### config.mk
export PLATFORM = sky130hd
export DESIGN_NAME = multi_cycle_ctrl
export DESIGN_NICKNAME = d
export VERILOG_FILES = /design/src/rtl/multi_cycle_ctrl.sv
export SDC_FILE = /design/constraint.sdc
export NUM_CORES = 1
export LEC_CHECK = 0
export BUFFER_PORTS_ARGS = -buffer_cell sky130_fd_sc_hd__buf_2
export CORE_UTILIZATION = 35
export CTS_BUF_LIST = sky130_fd_sc_hd__clkbuf_16
export DETAILED_ROUTE_END_ITERATION = 6
export SLEW_MARGIN = 25
export SYNTH_ARGS = -nofsm -noshare
export SYNTH_HDL_FRONTEND = slang
export SYNTH_SLANG_ARGS = --single-unit
export TNS_END_PERCENT = 30
### constraint.sdc
create_clock -name clk -period 5.5 [get_ports clk]
set_input_delay 1.375 -clock clk [delete_from_list [all_inputs] [get_ports clk]]
set_output_delay 1.375 -clock clk [all_outputs]
set_load 0.05 [all_outputs]
### src/rtl/multi_cycle_ctrl.sv
// Main control FSM of the multi-cycle MIPS-subset CPU: sequences instruction phases,
// decodes the IR into one-hot ALU function, operand selects and write enables.
module multi_cycle_ctrl #(
   parameter int unsigned INSTRET_W = 32
) (
   input  logic                 clk,
   input  logic                 rstn,
   input  logic [31:0]          instr,
   input  logic                 mem_ready,
   input  logic                 alu_zero,
   output logic [11:0]          alu_f,
   output logic [1:0]           alu_src_a,
   output logic [2:0]           alu_src_b,
   output logic [1:0]           pc_src,
   output logic                 pc_we,
   output logic                 ir_we,
   output logic                 mem_req,
   output logic                 mem_we,
   output logic                 iord,
   output logic                 rf_we,
   output logic                 reg_dst,
   output logic                 mem_to_reg,
   output logic                 illegal,
   output logic [3:0]           state,
   output logic [INSTRET_W-1:0] instret
);

   typedef enum logic [3:0] {
      S_FETCH    = 4'd0,
      S_DECODE   = 4'd1,
      S_MEM_ADDR = 4'd2,
      S_MEM_RD   = 4'd3,
      S_MEM_WB   = 4'd4,
      S_MEM_WR   = 4'd5,
      S_EXEC     = 4'd6,
      S_ALU_WB   = 4'd7,
      S_BRANCH   = 4'd8,
      S_JUMP     = 4'd9
   } state_e;

   localparam logic [11:0] F_ADD  = 12'h001, F_SUB = 12'h002, F_SLT = 12'h004,
                           F_SLTU = 12'h008, F_AND = 12'h010, F_OR  = 12'h020,
                           F_NOR  = 12'h040, F_XOR = 12'h080, F_SLL = 12'h100,
                           F_SRL  = 12'h200, F_SRA = 12'h400, F_PASSB = 12'h800;

   localparam logic [5:0] OP_RTYPE = 6'h00, OP_J     = 6'h02, OP_BEQ  = 6'h04,
                          OP_BNE   = 6'h05, OP_ADDI  = 6'h08, OP_ADDIU = 6'h09,
                          OP_SLTI  = 6'h0A, OP_SLTIU = 6'h0B, OP_ANDI = 6'h0C,
                          OP_ORI   = 6'h0D, OP_XORI  = 6'h0E, OP_LUI  = 6'h0F,
                          OP_LW    = 6'h23, OP_SW    = 6'h2B;

   localparam logic [1:0] SA_PC = 2'd0, SA_RS = 2'd1, SA_RT = 2'd2;
   localparam logic [2:0] SB_RT = 3'd0, SB_FOUR = 3'd1, SB_SEXT = 3'd2, SB_ZEXT = 3'd3,
                          SB_BRANCH = 3'd4, SB_SHAMT = 3'd5, SB_LUI = 3'd6, SB_RS = 3'd7;
   localparam logic [1:0] PC_ALU = 2'd0, PC_ALUOUT = 2'd1, PC_JUMP = 2'd2;

   state_e                 state_q, state_d;
   logic [INSTRET_W-1:0]   instret_q;
   logic                   retire;

   logic [5:0]  opcode, funct;
   logic        r_legal, i_legal;
   logic [11:0] r_f, i_f;
   logic [1:0]  r_a;
   logic [2:0]  r_b, i_b;
   logic        unused_instr;

   assign opcode       = instr[31:26];
   assign funct        = instr[5:0];
   assign unused_instr = ^instr[25:6];

   // R-type funct decode; shifts take the shifted value from rt on port a.
   always_comb begin
      r_legal = 1'b1;
      r_f     = F_ADD;
      r_a     = SA_RS;
      r_b     = SB_RT;
      case (funct)
         6'h20, 6'h21: r_f = F_ADD;
         6'h22, 6'h23: r_f = F_SUB;
         6'h24:        r_f = F_AND;
         6'h25:        r_f = F_OR;
         6'h26:        r_f = F_XOR;
         6'h27:        r_f = F_NOR;
         6'h2A:        r_f = F_SLT;
         6'h2B:        r_f = F_SLTU;
         6'h00:        begin r_f = F_SLL; r_a = SA_RT; r_b = SB_SHAMT; end
         6'h02:        begin r_f = F_SRL; r_a = SA_RT; r_b = SB_SHAMT; end
         6'h03:        begin r_f = F_SRA; r_a = SA_RT; r_b = SB_SHAMT; end
         6'h04:        begin r_f = F_SLL; r_a = SA_RT; r_b = SB_RS; end
         6'h06:        begin r_f = F_SRL; r_a = SA_RT; r_b = SB_RS; end
         6'h07:        begin r_f = F_SRA; r_a = SA_RT; r_b = SB_RS; end
         default:      r_legal = 1'b0;
      endcase
   end

   always_comb begin
      i_legal = 1'b1;
      i_f     = F_ADD;
      i_b     = SB_SEXT;
      case (opcode)
         OP_ADDI, OP_ADDIU: i_f = F_ADD;
         OP_SLTI:           i_f = F_SLT;
         OP_SLTIU:          i_f = F_SLTU;
         OP_ANDI:           begin i_f = F_AND;   i_b = SB_ZEXT; end
         OP_ORI:            begin i_f = F_OR;    i_b = SB_ZEXT; end
         OP_XORI:           begin i_f = F_XOR;   i_b = SB_ZEXT; end
         OP_LUI:            begin i_f = F_PASSB; i_b = SB_LUI;  end
         default:           i_legal = 1'b0;
      endcase
   end

   // NOTE: every output gets a default before the case so no path infers a latch.
   always_comb begin
      state_d    = state_q;
      retire     = 1'b0;
      alu_f      = F_ADD;
      alu_src_a  = SA_PC;
      alu_src_b  = SB_RT;
      pc_src     = PC_ALU;
      pc_we      = 1'b0;
      ir_we      = 1'b0;
      mem_req    = 1'b0;
      mem_we     = 1'b0;
      iord       = 1'b0;
      rf_we      = 1'b0;
      reg_dst    = 1'b0;
      mem_to_reg = 1'b0;
      illegal    = 1'b0;

      case (state_q)
         S_FETCH: begin
            mem_req   = 1'b1;
            alu_src_b = SB_FOUR;
            if (mem_ready) begin
               ir_we   = 1'b1;
               pc_we   = 1'b1;
               state_d = S_DECODE;
            end
         end
         S_DECODE: begin
            alu_src_b = SB_BRANCH;
            if (opcode == OP_LW || opcode == OP_SW)        state_d = S_MEM_ADDR;
            else if (opcode == OP_RTYPE && r_legal)        state_d = S_EXEC;
            else if (i_legal)                              state_d = S_EXEC;
            else if (opcode == OP_BEQ || opcode == OP_BNE) state_d = S_BRANCH;
            else if (opcode == OP_J)                       state_d = S_JUMP;
            else begin
               illegal = 1'b1;
               state_d = S_FETCH;
            end
         end
         S_MEM_ADDR: begin
            alu_src_a = SA_RS;
            alu_src_b = SB_SEXT;
            state_d   = (opcode == OP_LW) ? S_MEM_RD : S_MEM_WR;
         end
         S_MEM_RD: begin
            mem_req = 1'b1;
            iord    = 1'b1;
            if (mem_ready) state_d = S_MEM_WB;
         end
         S_MEM_WB: begin
            rf_we      = 1'b1;
            mem_to_reg = 1'b1;
            retire     = 1'b1;
            state_d    = S_FETCH;
         end
         S_MEM_WR: begin
            mem_req = 1'b1;
            mem_we  = 1'b1;
            iord    = 1'b1;
            if (mem_ready) begin
               retire  = 1'b1;
               state_d = S_FETCH;
            end
         end
         S_EXEC: begin
            if (opcode == OP_RTYPE) begin
               alu_f     = r_f;
               alu_src_a = r_a;
               alu_src_b = r_b;
            end else begin
               alu_f     = i_f;
               alu_src_a = SA_RS;
               alu_src_b = i_b;
            end
            state_d = S_ALU_WB;
         end
         S_ALU_WB: begin
            rf_we   = 1'b1;
            reg_dst = (opcode == OP_RTYPE);
            retire  = 1'b1;
            state_d = S_FETCH;
         end
         S_BRANCH: begin
            alu_f     = F_SUB;
            alu_src_a = SA_RS;
            alu_src_b = SB_RT;
            pc_src    = PC_ALUOUT;
            pc_we     = (opcode == OP_BNE) ? !alu_zero : alu_zero;
            retire    = 1'b1;
            state_d   = S_FETCH;
         end
         S_JUMP: begin
            pc_src  = PC_JUMP;
            pc_we   = 1'b1;
            retire  = 1'b1;
            state_d = S_FETCH;
         end
         default: state_d = S_FETCH;
      endcase

      // Outputs are combinational, so gate them directly while reset is held.
      if (!rstn) begin
         state_d    = S_FETCH;
         retire     = 1'b0;
         alu_f      = F_ADD;
         alu_src_a  = SA_PC;
         alu_src_b  = SB_RT;
         pc_src     = PC_ALU;
         pc_we      = 1'b0;
         ir_we      = 1'b0;
         mem_req    = 1'b0;
         mem_we     = 1'b0;
         iord       = 1'b0;
         rf_we      = 1'b0;
         reg_dst    = 1'b0;
         mem_to_reg = 1'b0;
         illegal    = 1'b0;
      end
   end

   // NOTE: sequential state uses non-blocking assignments so all registers update together.
   always_ff @(posedge clk or negedge rstn) begin
      if (!rstn) begin
         state_q   <= S_FETCH;
         instret_q <= '0;
      end else begin
         state_q <= state_d;
         if (retire) instret_q <= instret_q + INSTRET_W'(1);
      end
   end

   assign state   = state_q;
   assign instret = instret_q;

endmodule

# [Word-level counts from Yosys, hierarchy flattened]
# Index checks and enable logic that the tools add are counted.
[classes] add_sub_neg=1 eq_ne=40 muxes=56 n_reduce_logical=23
[op_table] cell="one-hot mux 11 bit (10 select lines)" count=1
[op_table] cell="== test 6 bit (second input constant)" count=12
[op_table] cell="one-hot mux 12 bit (6 select lines)" count=1
[op_table] cell="== test 6 x 4 -> 1 bit (second input constant)" count=8
[op_table] cell="2-to-1 mux 4 bit" count=9
[op_table] cell="adder 32 x 1 -> 32 bit (second input constant)" count=1
[op_table] cell="== test 6 x 3 -> 1 bit (second input constant)" count=5
[op_table] cell="2-to-1 mux 1 bit" count=27
[op_table] cell="2-to-1 mux 12 bit" count=2
[op_table] cell="one-hot mux 12 bit (2 select lines)" count=1
[op_table] cell="one-hot mux 4 bit (6 select lines)" count=1
[op_table] cell="== test 6 x 2 -> 1 bit (second input constant)" count=3
[op_table] cell="== test 4 x 3 -> 1 bit (second input constant)" count=4
[op_table] cell="OR reduction 16 bit" count=1
[op_table] cell="OR reduction 2 bit" count=7
[op_table] cell="zero test 6 bit" count=2
[op_table] cell="one-hot mux 3 bit (2 select lines)" count=2
[op_table] cell="one-hot mux 3 bit (4 select lines)" count=1
[op_table] cell="OR reduction 3 bit" count=4
[op_table] cell="2-to-1 mux 3 bit" count=3
[op_table] cell="inequality test 3 bit (second input constant)" count=3
[op_table] cell="== test 4 x 2 -> 1 bit (second input constant)" count=2
[op_table] cell="== test 4 bit (second input constant)" count=2
[op_table] cell="2-to-1 mux 2 bit" count=4
[op_table] cell="other kinds (12)" count=14
[totals] reg_bits=36 input_bits=36 output_inout_bits=64 elab_cells=122

# [Longest topological paths before layout]
[depth] word_depth=8 depth_mapped=7 mapped_depth_nobuf=5

# [Worst setup path before layout]
# OpenSTA, ideal clock, no wires.
[synth_timing] kind="input to output" from="input port rstn" to="output port alu_f[1]" t_arrival_ns=4.026 required_ns=4.125 setup_slack_ns=0.099 cell_stages=4 path_buffers=1 path_cell_list="clkbuf_1 -> nand2b_1 -> nor4b_1 -> a31o_1"
[synth_between] elab_chain_cells=1
[synth_rtl] element="start, declared" line="7" source="input logic rstn,"
[synth_rtl] element="2-to-1 mux 12 bit" line="215" source="if (!rstn) begin"
[synth_rtl] element="end, declared" line="11" source="output logic [11:0] alu_f,"
# No other way between the ends.

# [Final worst setup path]
[layout_timing] from="input port instr[29]" to="output port illegal"
[layout_between] elab_chain_cells=8 word_cells_on_any_way=26 classes_between="13 x eq/ne; 8 x mux; 5 x reduce/logical"
[layout_rtl] element="start, declared" line="8" source="input logic [31:0] instr,"
[layout_rtl] element="== test 6 x 4 -> 1 bit (tied with other cells)" line="101" source="case (opcode)"
[layout_rtl] element="OR reduction 8 bit (no line) (tied with other cells)"
[layout_rtl] element="2-to-1 mux 1 bit (on tied branches)" line="101, 146"
[layout_rtl] element="2-to-1 mux 1 bit" line="145" source="else if (i_legal) state_d = S_EXEC;"
[layout_rtl] element="2-to-1 mux 1 bit" line="144" source="else if (opcode == OP_RTYPE && r_legal) state_d = S_EXEC;"
[layout_rtl] element="2-to-1 mux 1 bit *" line="143" source="if (opcode == OP_LW || opcode == OP_SW) state_d = S_MEM_ADDR;"
[layout_rtl] element="2-to-1 mux 1 bit *" line="131" source="case (state_q)"
[layout_rtl] element="2-to-1 mux 1 bit *" line="215"
[layout_rtl] element="end, declared" line="23" source="output logic illegal,"
# Every way passes the cells marked *; elsewhere a longest branch is shown, timed or not.

==> results.md <==
- Status: complete, no violations
- Post-CTS Resized: 0
- Post-synthesis xor/xnor area fraction: between 10% and 20%
- Synth Warn #: 0
- Power, Total: about 650 µW
- Internal reg-to-reg setup slack: between 3 and 4 ns
- Hold-fix buffers, CTS: 0
- Compound-cell area share of the yosys netlist: 14.4%
- Clk Latency, worst-skew pair: approximately 0.28 ns
- Fmax: 0.224 GHz
- Synth unique cells: 54
- Max FO, Critical Path: 9
- Finished Core Util: between 40% and 50%
- Slowest cell on the critical path: or4_4
- Hold-critical path depth: 1
- Largest net degree at the start of global routing: 35
- Ranking of synthesized cells by area: dfrtp_1 37%, xnor2_1 11%, nand4_1 4.1%
- Routed wire length: ~6300 µm
- Most instantiated cells after synthesis: 36 x dfrtp_1, 30 x xnor2_1, 23 x nand2_1
- Final setup skew: ~0.0066 ns
- Drt pass-1 iters: 5
- Tightest Pin Transition: 0.662 ns
- CTS Buf Count: 5
- Synth Area in Simple Gates: between 30% and 40%
- Worst hold path type: reg -> reg
- Max_cap viols: 0
- Chip height: between 80 and 90 µm
- Static leakage: ~0.0014 µW
- WS Path Type: in -> out
- Initial core utilization: between 30% and 40%
- H-tree Lvls: 2
- Slew Viols, Final: 0
- Worst path cell trace: buf_2 -> or4_4 -> a2111oi_4 -> a22oi_2 -> nand4_1 -> a21oi_1 -> buf_2
- Multi-input gate area: roughly 0.0014 mm²
- First-pass GRT wire length: just over 10000 µm
- Period utilisation layout: between 80% and 90%
- Routed WL per cell: 15.0 µm
- Multiplexer share of the synthesized area: less than 1%
- Period minus WS final: between 4 and 5 ns
- Top cell type by total area after synthesis: dfrtp_1
- Rows: 29
- Total track usage: between 15 and 20%
- Vias: 2311
- Post-Synth Adder-Cell Area: 0.516%
- CTS max path bufs: 2
- Core Footprint: between 0.006 and 0.007 mm²
- Post-CTS setup buffers: 0
- HP Start: instret[31]$_DFFE_PN0P_
- Fin Setup TNS: 0 ns
- FF-to-FF Start: state[2]$_DFFE_PN0P_
- Max stage delay on crit path: just under 0.6 ns
- Final hold violations: 0
- Number of port buffers: 79
- Predominant post-synthesis flop cell: dfrtp_1
- Chip width: ~85 µm
- Initial antenna violation count: 0
- DRC Markers: 0
- EDFF count, synth: 0
- Final GP Congestion: 0.875
- Final HPWL DP: between 4000 and 5000 µm
- Initial drt markers: between 100 and 150
- Max_slew headroom: 55.8%
- Share of post-route cells with drive strength above 1: ~28%
- Setup crit end kind: output pin
- Fill count: between 600 and 700
- Final hold slack: around 0.46 ns
- Largest family of logic cells by synthesized area: simple AND/OR/NAND/NOR gates
- Vias in the first global route: ~2100
- Final setup fails: 0
- Layout area overhead: 23.3%
- CTS tree: done
- IO Pins: 100
- Synth Area per Inst: about 8.9 µm²
- Post-Place Worst Slack: approximately 1.1 ns
- Count leader, synth: dfrtp_1
- Critical Path AT: approximately 3.1 ns
- N_diodes: 0
- Die area: between 0.007 and 0.008 mm²
- Routed Antenna Nets: 0
- CP startpoint kind: input pin
- Async SR Flop Fraction: between 90% and 100%
- Final nets: 381
- IR drop worst, VDD: between 0.1 and 0.15 mV
- Most frequent CP cell: buf_2
- RR Endpoint: instret[27]$_DFFE_PN0P_
- FF+latch area: 901 µm²
- Clock Sink Count: 36
- Worst endpoint required time: just over 4 ns
- Hold Path End: instret[31]$_DFFE_PN0P_
- Unrepaired setup endpoints after global routing: false
- Total grt overflow: 0
- Mapped Nets: 309
- Power per cell area: about 220 mW/mm²
- Yosys reg bits: 36
- Seq/Total Area, Yosys: a little under two fifths
- Share of the synthesized area in the top cell type: between 30% and 40%
- Root buf cell: clkbuf_16
- Clk pin slew, worst setup/hold paths: around 0.05 ns
- Synthesized area: between 0.002 and 0.0025 mm²
- Worst r2r path cells: 5
- Vias per inst: roughly 5.5
- Final setup margin: 1.03 ns
- Post-synthesis cell count: between 200 and 300
## worst max-delay path, delay by kind of cell
| family | cells | cell delay, ns |
|---|---|---|
| AO/OA/AOI/OAI | 3 | 0.59 |
| buffers and inverters | 2 | 0.37 |
| AND/OR/NAND/NOR | 2 | 0.75 |
## worst max path at each step
stage,depth (start not counted),endpoint,start
finish,7,illegal,instr[29]
floorplan,4,alu_f[1],rstn
global route,7,alu_f[3],instr[29]
global placement,7,illegal,instr[29]
detailed placement,7,illegal,instr[29]
CTS,7,illegal,instr[29]
## cell type report
type	instances	area share [%]
clock buffer	5	4.19
clock inverter	3	0.460
inverter	6	0.753
multi-input combinational	215	47.8
sequential	36	30.1
tap	77	3.22
timing repair buffer	80	13.5
## layer usage
layer | GRT usage, % | up-vias | part of all wire (%)
met5 | 0 | - | 0
met4 | 5.08 | 0 | 1.0
met3 | 3.21 | 6 | 4.6
met2 | 27.1 | 72 | 46
met1 | 25.6 | 1092 | 48
li1 | - | 1141 | -
## where the power goes
part,internal (µW),leakage [µW],switching (µW),total (µW)
Clock,164,0.0000710,99.2,263
Sequential,272,0.000497,12.5,285
Combinational,28.3,0.000808,75.8,104
Total,464,0.00138,188,652
## cells in the final DEF (no fill, tap or decap), drive strengths merged, types with 2 or more instances in the layout
cell / instances
buf: 80
dfrtp: 36
xnor2: 30
nand2: 23
nand3: 18
nand4: 16
a21oi: 14
nor3: 11
nor2: 10
nand2b: 9
and3: 9
nor2b: 8
and4: 6
inv: 6
o21ai: 6
nor3b: 5
clkbuf: 5
or2: 5
nor4: 4
a211oi: 4
and2: 3
o22ai: 3
o32ai: 3
o31ai: 3
clkinv: 3
nand3b: 2
nand4b: 2
o211ai: 2
xor2: 2
## registers in the layout, summed over array words and instances, names as in the netlist
signal and cells:
instret 32, state 4
## stage by stage
stage | instances | area (µm²)
after global placement | 414 | 2850
after global routing | 422 | 2990
final | 422 | 2990
after detailed placement | 414 | 2850
after floorplan | 272 | 2420
after CTS | 422 | 2990
## cell families after synthesis
family,count (synthesis)
DFF,36
buffers and inverters,21
xor gates and xnor gates,32
adders and majority gates,1
muxes,2
AOI/OAI and AO/OA,45
and+or+nand+nor,135
Power figures use the tool's default switching activity.
